**config.mk**
```make
export PLATFORM = sky130hd
export DESIGN_NAME = input_port_fifo_flat
export DESIGN_NICKNAME = d
export VERILOG_FILES = /design/src/rtl/input_port_fifo_if.sv /design/src/rtl/input_port_fifo.sv /design/src/flat_wrapper.sv
export SDC_FILE = /design/constraint.sdc
export NUM_CORES = 1
export LEC_CHECK = 0
export ABC_AREA = 1
export CORE_UTILIZATION = 40
export CTS_CLUSTER_DIAMETER = 60
export DETAILED_ROUTE_END_ITERATION = 10
export PLACE_DENSITY = 0.58
export SLEW_MARGIN = 30
export SYNTH_ARGS = -nofsm -noshare
export SYNTH_HDL_FRONTEND = slang
export SYNTH_SLANG_ARGS = --single-unit
```
**constraint.sdc**
```tcl
create_clock -name clk -period 3.31 [get_ports clk]
set_input_delay 0.331 -clock clk [delete_from_list [all_inputs] [get_ports clk]]
set_output_delay 0.331 -clock clk [all_outputs]
set_load 0.05 [all_outputs]
```
**src/rtl/input_port_fifo_if.sv**
```systemverilog
// rtl/input_port_fifo_if.sv - producer/processor-side signal bundle for input_port_fifo
interface input_port_fifo_if #(
   parameter int ADDR_W = 3
);
   logic [7:0]      wr_data;
   logic            wr_en;
   logic            full;
   logic            empty;
   logic [ADDR_W:0] count;
   logic [7:0]      in;
   logic            inDataReady;
   logic            inACK;
   logic [7:0]      overflow_cnt;

   modport master (
      output wr_data, wr_en, inACK,
      input  full, empty, count, in, inDataReady, overflow_cnt
   );

   modport slave (
      input  wr_data, wr_en, inACK,
      output full, empty, count, in, inDataReady, overflow_cnt
   );
endinterface

```
**src/rtl/input_port_fifo.sv**
```systemverilog
// rtl/input_port_fifo.sv - byte FIFO feeding the Processor's four-phase input handshake
// Optional dropped-write counter enabled by `define INPUT_PORT_OVERFLOW_CNT_EN.
module input_port_fifo #(
   parameter int DEPTH  = 8,
   parameter int ADDR_W = 3
) (
   input logic                clk,
   input logic                reset,
   input_port_fifo_if.slave   bus
);
   typedef enum logic [1:0] {S_IDLE, S_PRESENT, S_WAIT_LOW} state_t;

   localparam logic [ADDR_W:0] C_DEPTH = (ADDR_W+1)'(DEPTH);

   state_t            r_state;
   logic [7:0]        r_mem [DEPTH];
   logic [ADDR_W-1:0] r_wr_ptr;
   logic [ADDR_W-1:0] r_rd_ptr;
   logic [ADDR_W:0]   r_count;
   logic              r_full;
   logic              r_empty;
   logic [7:0]        r_in;
   logic              r_rdy;

   logic              w_pop;
   logic              w_wr_acc;
   logic [ADDR_W:0]   w_count_nxt;

   // The pop is the ACK edge of PRESENT; a write into a full FIFO is legal on that same edge.
   assign w_pop    = (r_state == S_PRESENT) && bus.inACK;
   assign w_wr_acc = bus.wr_en && (!r_full || w_pop);

   always_comb begin
      w_count_nxt = r_count;
      if (w_wr_acc && !w_pop)
         w_count_nxt = r_count + (ADDR_W+1)'(1);
      else if (!w_wr_acc && w_pop)
         w_count_nxt = r_count - (ADDR_W+1)'(1);
   end

   always_ff @(posedge clk) begin
      if (w_wr_acc)
         r_mem[r_wr_ptr] <= bus.wr_data;
   end

   always_ff @(posedge clk) begin
      if (reset) begin
         r_wr_ptr <= '0;
         r_rd_ptr <= '0;
         r_count  <= '0;
         r_full   <= 1'b0;
         r_empty  <= 1'b1;
      end else begin
         if (w_wr_acc)
            r_wr_ptr <= r_wr_ptr + ADDR_W'(1);
         if (w_pop)
            r_rd_ptr <= r_rd_ptr + ADDR_W'(1);
         r_count <= w_count_nxt;
         r_full  <= (w_count_nxt == C_DEPTH);
         r_empty <= (w_count_nxt == '0);
      end
   end

   always_ff @(posedge clk) begin
      if (reset) begin
         r_state <= S_IDLE;
         r_in    <= 8'h00;
         r_rdy   <= 1'b0;
      end else begin
         case (r_state)
            S_IDLE: begin
               if (!r_empty && !bus.inACK) begin
                  r_state <= S_PRESENT;
                  r_in    <= r_mem[r_rd_ptr];
                  r_rdy   <= 1'b1;
               end
            end
            S_PRESENT: begin
               if (bus.inACK) begin
                  r_state <= S_WAIT_LOW;
                  r_rdy   <= 1'b0;
               end
            end
            S_WAIT_LOW: begin
               if (!bus.inACK)
                  r_state <= S_IDLE;
            end
            default: begin
               r_state <= S_IDLE;
               r_rdy   <= 1'b0;
            end
         endcase
      end
   end

`ifdef INPUT_PORT_OVERFLOW_CNT_EN
   logic [7:0] r_overflow_cnt;
   logic       w_drop;

   assign w_drop = bus.wr_en && r_full && !w_pop;

   always_ff @(posedge clk) begin
      if (reset)
         r_overflow_cnt <= 8'h00;
      else if (w_drop && (r_overflow_cnt != 8'hFF))
         r_overflow_cnt <= r_overflow_cnt + 8'h01;
   end

   assign bus.overflow_cnt = r_overflow_cnt;
`else
   assign bus.overflow_cnt = 8'h00;
`endif

   assign bus.full        = r_full;
   assign bus.empty       = r_empty;
   assign bus.count       = r_count;
   assign bus.in          = r_in;
   assign bus.inDataReady = r_rdy;
endmodule

```
**src/flat_wrapper.sv**
```systemverilog
// flat-port wrapper written by rule: the top's interface ports become plain ports
module input_port_fifo_flat 
#(
   parameter int DEPTH  = 8,
   parameter int ADDR_W = 3
)
  (clk, reset, bus_wr_data, bus_wr_en, bus_inACK, bus_full, bus_empty, bus_count, bus_in, bus_inDataReady, bus_overflow_cnt);
  input_port_fifo_if #(.ADDR_W(ADDR_W)) bus_i ();
  input logic clk;
  input logic reset;
  input wire logic [$bits(bus_i.wr_data)-1:0] bus_wr_data;
  input wire logic [$bits(bus_i.wr_en)-1:0] bus_wr_en;
  input wire logic [$bits(bus_i.inACK)-1:0] bus_inACK;
  output wire logic [$bits(bus_i.full)-1:0] bus_full;
  output wire logic [$bits(bus_i.empty)-1:0] bus_empty;
  output wire logic [$bits(bus_i.count)-1:0] bus_count;
  output wire logic [$bits(bus_i.in)-1:0] bus_in;
  output wire logic [$bits(bus_i.inDataReady)-1:0] bus_inDataReady;
  output wire logic [$bits(bus_i.overflow_cnt)-1:0] bus_overflow_cnt;
  assign bus_i.wr_data = bus_wr_data;
  assign bus_i.wr_en = bus_wr_en;
  assign bus_i.inACK = bus_inACK;
  assign bus_full = bus_i.full;
  assign bus_empty = bus_i.empty;
  assign bus_count = bus_i.count;
  assign bus_in = bus_i.in;
  assign bus_inDataReady = bus_i.inDataReady;
  assign bus_overflow_cnt = bus_i.overflow_cnt;
  input_port_fifo #(.DEPTH(DEPTH), .ADDR_W(ADDR_W)) u_core (.clk(clk), .reset(reset), .bus(bus_i));
endmodule
```
==> metrics.md, run 1 <==
| Metric | Value |
|---|---|
| Status | `finished, final reports clean` |
| Top FF cell, synth | `edfxtp_1` |
| Synth Area per Inst | `roughly 11 µm²` |
| Critical path class | `input pin to register` |
| Sequential area share after synthesis | `65.9%` |
| Die area | `9420 µm²` |
| Power per Cell Area | `between 500 and 600 nW/µm²` |
| Crit share post-route | `67.4%` |
| Async SR Flop Fraction | `0%` |
| Post-Synthesis Cell Area | `3610 µm²` |
| Layout Skew | `8.32 ps` |
| Crit path max fanout | `8` |
| Hold Fails Final Rpt | `0` |
| Most frequent cells in the layout | `nor2_1 (65), edfxtp_1 (64), nand2_1 (40)` |
| Clk root buf | `clkbuf_8` |
| Seq pwr share | `56.7%` |
| Antenna-violating nets left | `0` |
| First-pass iteration count of the detailed router | `4` |
| RD Place Congestion | `between 0.7 and 0.8` |
| Max-cap viol count | `0` |
| PortBufs | `26` |
| Mux cell area share after synthesis | `0%` |
| Count of different cell masters after synthesis | `25` |
| Post-Synth Adder-Cell Area | `1.39%` |
| Total grt overflow | `0` |
| EDFF count, synth | `64` |
| Layout cells sized above 1 | `6.30%` |
| CTS tree | `yes` |
| Leakage power | `1.43 nW` |
| Initial DRC count | `between 70 and 80` |
| Largest family of logic cells by synthesized area | `simple AND/OR/NAND/NOR gates` |
| Synth Instances | `335` |
| Worst hold path class | `register to register` |
| Count of pins over their slew limit | `0` |
| CP dominant cell by count | `nand2_1` |
| Number of setup violations in the final report | `0` |
| P_int | `0.00157 W` |
| Worst Setup End Kind | `register` |
| Slowest cell on crit path | `clkdlybuf4s50_1` |
| Post-Synth XOR/XNOR Area | `0.727%` |
| Clk Latency, worst-skew pair | `360 ps` |
| Compound-Gate Fraction of Synth Area | `11.2%` |
| Switching share of power | `28.0%` |
| Detailed Route WL | `7740 µm` |
| FMAX | `between 0.4 and 0.5 GHz` |
| Post-CTS setup buffer count | `0` |
| Via/cell ratio | `5.01` |
| Non-Filler Instances | `between 400 and 500` |
| Initial antenna violation count | `0` |
| Clock share of power | `30.3%` |
| Required time worst endpoint | `between 3000 and 4000 ps` |
| CP startpoint kind | `input pin` |
| Initial core utilization | `about two fifths` |
| YS warnings | `0` |
| Comb pwr share | `13.0%` |
| CTS H-tree depth | `3` |
| DIE WIDTH | `97.0 µm` |
| WL/cell | `16.4 µm` |
| Fin Setup TNS | `0 ps` |
| Area grow syn2layout | `13.2%` |
| Most common cell after layout, fill and taps aside | `nor2_1` |
| Max Root-Sink Buffers | `2` |
| Inst Count DP | `roughly 460` |
| Ports | `35` |
| Simple-Gate Fraction of Synth Area | `15.0%` |
| Total core area | `just under 9000 µm²` |
| Worst-path clk slew | `80 ps` |
| Tightest Pin Transition | `731 ps` |
| RSZ-0062 raised after global routing | `no` |
| CTS buffer count | `9` |
| CTS sink cnt | `87` |
| DR DRC count | `0` |
| Die H | `97.0 µm` |
| VDD IR max | `~0.16 mV` |
| Site Rows | `34` |
| Global-route usage over all layers | `between 15 and 20%` |
| Crit path cell chain | `clkdlybuf4s50_1 -> nand3_4 -> nand2_1 -> nand2_1 -> inv_1 -> nand2_1 -> nor2_1` |
| Post_cts resized | `0` |
| FF+latch count, synth | `87` |
| CP peak stage delay | `660 ps` |
| Vias in the first global route | `2254` |
| Vias | `2369` |
| Final nets | `376` |
| DP HPWL | `5110 µm` |
| Rel. slew slack | `between 50% and 60%` |
| Hold-fix buffers, CTS | `0` |
| Final min period | `2230 ps` |
| Psw | `0.000610 W` |
| Pin count of the biggest net entering global routing | `35` |
| CP arrival | `2220 ps` |
| Number of fill cells | `821` |
| ANT cells | `0` |
| First-pass GRT wire length | `11800 µm` |
[cells in the mapped netlist, types with 9 or more instances]
library cell / instances / area share, %
nor2_1: 65 / 6.8
edfxtp_1: 64 / 53
nand2_1: 40 / 4.2
o21ai_0: 25 / 3.5
dfxtp_1: 23 / 13
a21oi_1: 17 / 2.4
inv_1: 16 / 1.7
nand3_1: 16 / 2.2
o211ai_1: 16 / 3.3
o21ai_1: 13 / 1.8
buf_2: 9 / 1.2
buf_4: 9 / 1.9
[registers in the layout (all words and copies together), names as in the netlist]
name,count
u_core.r_state,2
u_core.bus.full,1
u_core.r_mem,64
u_core.r_rd_ptr,3
u_core.bus.empty,1
u_core.bus.in,8
u_core.r_wr_ptr,3
u_core.bus.inDataReady,1
u_core.bus.count,4
[critical path: cells and delay by family]
kind,cells,cell delay (ps)
buffers and inverters,2,760
AND/OR/NAND/NOR,5,1120
[area by class of cell]
class                           count  area [µm²]  area share (%)
Sequential cell                    87        2380            58.3
Multi-Input combinational cell    214        1050            25.7
Timing Repair Buffer               28         275            6.73
Tap cell                          108         135            3.30
Clock buffer                        9         124            3.03
Inverter                           20        75.1            1.83
Clock inverter                      7        47.5            1.16
[layer usage]
metal	up-vias	share of wire [%]	global-route usage, %
met5	-	0	0
met4	0	2.0	8.61
met3	11	4.7	3.76
met2	69	45	25.8
met1	1093	49	23.7
li1	1196	-	-
[cells by family after synthesis]
| kind of cell | count (synthesis) |
|---|---|
| AND/OR/NAND/NOR | 127 |
| AO/OA/AOI/OAI | 72 |
| XOR/XNOR | 3 |
| buffers and inverters | 41 |
| adder cells (fa/ha/maj) | 4 |
| flip-flops | 87 |
| other | 1 |
[stage by stage]
stage	worst slack [ps]	power, W	area, µm²	util (%)	hold WS, ps
finish	1080	0.00218	4090	46.9	466
global placement	742	0.00154	3920	44.9	451
detailed placement	722	0.00155	3920	44.9	460
global route	932	0.00227	4090	46.9	486
CTS	1060	0.00219	4090	46.9	474
floorplan	1610	0.00145	3640	-	430
[final timing paths]
| path | from | to | slack, ps | depth (start not counted) |
|---|---|---|---|---|
| hold / removal | u_core.bus.inDataReady | u_core.bus.inDataReady | 470 | 2 |
| setup / recovery | bus_inACK | u_core.r_mem[6][1] | 1080 | 7 |
| hold reg to reg | u_core.bus.inDataReady | u_core.bus.inDataReady | 470 | 2 |
| setup reg to reg | u_core.r_state[0] | u_core.r_mem[6][1] | 1270 | 6 |
[power by group through the flow]
stage | clock network (W) | logic, W | registers [W]
after floorplan | 0 | 0.000145 | 0.00131
after global placement | 0 | 0.000284 | 0.00126
after detailed placement | 0 | 0.000285 | 0.00126
after CTS | 0.000674 | 0.000286 | 0.00124
after global routing | 0.000718 | 0.000310 | 0.00124
final | 0.000659 | 0.000284 | 0.00123
(Power assumes the default switching activity.)
==> run 2: changes to the inputs <==
==> constraint.sdc (replaced) <==
create_clock -name clk -period 2.1 [get_ports clk]
set_input_delay 0.21 -clock clk [delete_from_list [all_inputs] [get_ports clk]]
set_output_delay 0.21 -clock clk [all_outputs]
set_load 0.05 [all_outputs]
==> run 2 against run 1 <==
First-iteration DRC count grew 140%. Routed wire length grew 3.7%. Register-to-register slack lost 820 ps. Non-clock buffer count grew 15. Die area is the same. Worst setup slack lost 850 ps. Combinational power grew 66%. Critical endpoint is now bus_count[2].
==> metrics.md, run 2 (same netlist as run 1, synthesis figures left out) <==
| Metric | Value |
|---|---|
| Required time worst endpoint | `1890 ps` |
| DR DRC count | `0` |
| Crit share post-route | `89.0%` |
| Via/cell ratio | `5.06` |
| Pin count of the biggest net entering global routing | `35` |
| Hold-fix buffers, CTS | `0` |
| Vias | `2471` |
| P_int | `0.00274 W` |
| DP HPWL | `5390 µm` |
| First-pass iteration count of the detailed router | `4` |
| PortBufs | `26` |
| Die H | `97.0 µm` |
| Number of fill cells | `813` |
| DIE WIDTH | `~97 µm` |
| Total core area | `8720 µm²` |
| Final min period | `approximately 1900 ps` |
| Layout cells sized above 1 | `10.3%` |
| WL/cell | `around 16 µm` |
| Biggest register | `u_core.r_mem` |
| ANT cells | `0` |
| Die area | `9420 µm²` |
| VDD IR max | `0.301 mV` |
| Layout Skew | `around 13 ps` |
| Max FFs per register | `64` |
| Final instance area | `about 4300 µm²` |
| Site Rows | `34` |
| Number of setup violations in the final report | `0` |
| FMAX | `0.535 GHz` |
| Status | `finished, final reports clean` |
| Slowest cell on crit path | `clkdlybuf4s50_1` |
| Count of pins over their slew limit | `0` |
| CP startpoint kind | `register` |
| Family with the most delay on the worst path | `buffers and inverters` |
| Worst-path clk slew | `90 ps` |
| Overall power | `0.00375 W` |
| Max-cap viol count | `0` |
| Dpl ws | `166 ps` |
| Crit path cell chain | `clkdlybuf4s50_1` |
| Clk Latency, worst-skew pair | `360 ps` |
| Worst hold path class | `register to register` |
| Global-route usage over all layers | `18.3%` |
| CP arrival | `1660 ps` |
| Comb pwr share | `approximately an eighth` |
| RD Place Congestion | `0.778` |
| Vias in the first global route | `2420` |
| Initial DRC count | `167` |
| Seq pwr share | `roughly half` |
| Ports | `35` |
| Initial antenna violation count | `0` |
| Antenna-violating nets left | `0` |
| Hold Fails Final Rpt | `0` |
| RSZ-0062 raised after global routing | `no` |
| Total grt overflow | `0` |
| Psw | `0.00101 W` |
| Final WS setup | `231 ps` |
| Max Root-Sink Buffers | `2` |
| CP peak stage delay | `between 800 and 900 ps` |
| Clock share of power | `35.5%` |
| Worst Setup End Kind | `output port` |
| Power per Cell Area | `a little under 900 nW/µm²` |
| CTS buffer count | `9` |
| Initial core utilization | `41.4%` |
| Crit path max fanout | `6` |
| Most frequent cells in the layout | `nor2_1 (65), edfxtp_1 (64), nand2_1 (40)` |
| Final nets | `391` |
| Switching share of power | `around 27%` |
| CTS H-tree depth | `3` |
| Most common cell after layout, fill and taps aside | `nor2_1` |
| Clk root buf | `clkbuf_8` |
| Critical path class | `register to output port` |
| Post_cts resized | `0` |
| CTS tree | `yes` |
| Fin Setup TNS | `0 ps` |
| Fin util | `48.8%` |
| Area grow syn2layout | `17.8%` |
| First-pass GRT wire length | `12700 µm` |
| Post-CTS setup buffer count | `0` |
| Buffers & Inverters on Critical Path | `1` |
| CTS sink cnt | `between 80 and 90` |
| Leakage power | `1.54 nW` |
| Post-Place Cell Area | `4030 µm²` |
| Detailed Route WL | `roughly 8000 µm` |
## run 2: power groups by stage
| stage | Sequential [W] | Combinational (W) | Clock (W) |
|---|---|---|---|
| after detailed placement | 0.00199 | 0.000471 | 0 |
| after global routing | 0.00195 | 0.000517 | 0.00142 |
| after global placement | 0.00198 | 0.000470 | 0 |
| after CTS | 0.00195 | 0.000472 | 0.00135 |
| after floorplan | 0.00206 | 0.000229 | 0 |
| final | 0.00195 | 0.000472 | 0.00133 |
## run 2: layout make-up
class	instances	area [µm²]	share of cell area, %
Inverter	20	75.1	1.76
Clock buffer	9	124	2.91
Multi-Input combinational cell	214	1050	24.7
Sequential cell	87	2380	56.0
Timing Repair Buffer	43	388	9.11
Tap cell	108	135	3.18
Clock inverter	7	100	2.35
## run 2: per-stage QoR
stage | hold WS [ps] | std cells
floorplan | 309 | 342
global placement | 450 | 472
detailed placement | 454 | 472
CTS | 469 | 488
global route | 495 | 488
finish | 467 | 488
## run 2: routing by layer
layer | vias up | track usage [%] | wire [µm]
met5 | - | 0 | 0
met1 | 1154 | 25.0 | 3680
met4 | 0 | 7.81 | 149
met2 | 77 | 27.8 | 3690
li1 | 1226 | - | -
met3 | 14 | 4.84 | 506
## run 2: worst paths after layout
check | start | end | slack (ps) | depth (start not counted)
setup / recovery | u_core.bus.count[2] | bus_count[2] | 230 | 1
hold reg to reg | u_core.bus.in[6] | u_core.bus.in[6] | 470 | 2
hold / removal | u_core.bus.in[6] | u_core.bus.in[6] | 470 | 2
setup reg to reg | u_core.r_state[0] | u_core.r_mem[0][4] | 450 | 7
## run 2: tightest hold or removal path, delay by kind of cell, from the launching register on
| family | cells | cell delay, ps |
|---|---|---|
| simple gates | 1 | 60 |
| compound gates | 1 | 50 |
| flops | 1 | 320 |
==> run 3: changes to the inputs <==
--- a/config.mk
+++ b/config.mk
@@ -7,7 +7,7 @@
 export LEC_CHECK = 0
 export ABC_AREA = 1
 export CORE_UTILIZATION = 40
-export CTS_CLUSTER_DIAMETER = 60
+export CTS_CLUSTER_DIAMETER = 80
 export DETAILED_ROUTE_END_ITERATION = 10
 export PLACE_DENSITY = 0.58
 export SLEW_MARGIN = 30
==> results of run 3 <==
Same layout as run 2: the final DEF is identical, and so are final timing and power.
==> RTL edit (settings of run 3) <==
`ADDR_W` is set to 3 in 3 places; all go to 2.
--- a/src/rtl/input_port_fifo_if.sv
+++ b/src/rtl/input_port_fifo_if.sv
@@ -2,3 +2,3 @@
 interface input_port_fifo_if #(
-   parameter int ADDR_W = 3
+   parameter int ADDR_W = 2
 );
--- a/src/rtl/input_port_fifo.sv
+++ b/src/rtl/input_port_fifo.sv
@@ -4,3 +4,3 @@
    parameter int DEPTH  = 8,
-   parameter int ADDR_W = 3
+   parameter int ADDR_W = 2
 ) (
--- a/src/flat_wrapper.sv
+++ b/src/flat_wrapper.sv
@@ -4,3 +4,3 @@
    parameter int DEPTH  = 8,
-   parameter int ADDR_W = 3
+   parameter int ADDR_W = 2
 )
Ports: changed (resized bus_count); port bits go from 35 to 34. The function was not compared with the original's and may differ.
==> RTL edit against run 3 <==
- sequential cell count is 35 lower
- wire length is 48% lower
- total power is 40% lower
- setup slack better by 100 ps
- utilization is 1.3 points higher
- combinational power is 3% lower
- die area is 38% lower
- highest routed layer unchanged
- register-to-register slack better by 200 ps
- cell area is 38% lower
- critical endpoint is now bus_full
- synthesized area is 39% lower
==> RTL edit: results (changes against run 3) <==
- The run finished with clean final reports.
- The clock insertion delay at the later pin of the skew report is 310 ps (-50 ps).
- The final weighted congestion in routability-driven placement is 0.8443 (+8.5%).
- The maximum vdd drop came to 384.3 uV (+28%).
- The commonest cells after synthesis are inv_1, edfxtp_1, nor2_1, o21ai_0, dfxtp_1.
- The met3 routing resource usage after global routing was 3.353% (-1.5 points).
- The overall fraction of global-route tracks in use is 15.39% (-3.0 points).
- The largest fanout on the critical path was 3 (-3).
- The area of placed instances is 0.002531 mm2 (-37%).
- The data arrival at the endpoint of the critical path is 1560 ps (-100 ps).
- The number of gates resized after CTS came to 0 (unchanged).
- The total vias in the final route is 1,506 (-39%).
- The via density per instance came to 4.721 (-6.8%).
- The leakage power of the design came to 1.043 nW (-32%).
- The net total in the final layout is 266 (-32%).
- The via count of the first global-routing pass is 1,355 (-44%).
- The met1 global-route usage is 22.19% (-2.8 points).
- In the post-synthesis netlist, the biggest area contributors are edfxtp_1, dfxtp_1, inv_1.
- The wire length of the first global-routing pass is 6879 um (-46%).
- The root buffer cell chosen for the clock tree is clkbuf_8.
- The met2 track demand over resource in global routing is 22.70% (-5.1 points).
- The setup skew after layout is 8.414 ps (-4.810 ps).
- The number of buffers added by the clock tree synthesis step was 5 (-4).
- The register area share after synthesis is 61.40% (-4.5 points).
- The hold violation count in the final report is 0 (unchanged).
- The number of violations reported at the end of detailed-routing iteration 0 is 65 (-61%).
- The length of routed met3 wiring is 197 um (-61%).
- The post-DP HPWL came to 3065 um (-43%).
- The number of placed instances with taps included came to 311 (-34%).
- The path class of the tightest hold or removal check is flop to flop.
- The pre-CTS worst setup slack is 251.2 ps (+85.10 ps).
- The number of distinct library cells after synthesis was 23 (-8.0%).
- Clock-pin slew was measured on the worst setup and hold paths at 100 ps.
- The per-cell routed wire length is 13.17 um (-20%).
- The maximum number of pins on one net before global-route repair came to 19 (-46%).
- The delay of the slowest cell on the worst path is 830 ps (-20 ps).
- The count of antenna diodes in the layout is 0 (unchanged).
- The total met2 wirelength after detailed routing is 1743 um (-53%).
- The number of flops mapped to enable cells by yosys is 32 (-50%).
- The proportion of layout cells with a drive suffix above 1 is 8.032% (-2.2 points).
- The average size of a mapped cell is 10.31 um2 (-4.4%).
- The flip-flop count of the largest register, all copies and words added is 32 (-50%).
- The wire length on met1 was 2183 um (-41%).
- The depth of the CTS H-tree was 2 (-1).
- The port buffer count came to 25 (-3.8%).
RTL edit: cell types whose count changed after synthesis, moves of 3 or more:
cell,delta
a21oi_1,-3
buf_2,-8
dfxtp_1,-3
edfxtp_1,-32
inv_1,+19
nand2_1,-25
nand3_1,-11
nor2_1,-36
o211ai_1,-16
o21ai_1,-8
o22ai_1,+8
RTL edit: cell families (layout without fill, tap and decap cells):
| kind of cell | Yosys count | in the layout | synth area share, % |
|---|---|---|---|
| AO/OA/AOI/OAI | 52 | 52 | 12.87 |
| other | 1 | 8 | 0.1691 |
| buffers and inverters | 48 | 75 | 10.38 |
| AND/OR/NAND/NOR | 54 | 54 | 11.00 |
| XOR/XNOR | 2 | 2 | 0.7902 |
| flip-flops | 52 | 52 | 61.40 |
| adder cells (fa/ha/maj) | 6 | 6 | 3.386 |
RTL edit: cell type report:
| type | count | area (um2) |
|---|---|---|
| inverter | 36 | 135.1 |
| timing repair buffer | 31 | 295.3 |
| clock buffer | 5 | 68.82 |
| multi-input combinational | 122 | 651.9 |
| fill | 507 | 2611 |
| tap | 70 | 87.58 |
| clock inverter | 3 | 26.28 |
| sequential | 52 | 1361 |
RTL edit: worst paths after layout:
| path | from | to | slack (ps) | cells past startpoint |
|---|---|---|---|---|
| hold / removal | u_core.bus.empty | u_core.r_state[0] | 480 | 1 |
| setup reg to reg | u_core.r_state[1] | u_core.r_mem[1][1] | 650 | 6 |
| setup / recovery | u_core.bus.full | bus_full | 330 | 1 |
| hold reg to reg | u_core.bus.empty | u_core.r_state[0] | 480 | 1 |
RTL edit: power by group:
part / internal (mW) / switching (mW)
clock network: 0.246 / 0.351
logic: 0.149 / 0.308
registers: 1.16 / 0.0422
total: 1.56 / 0.701
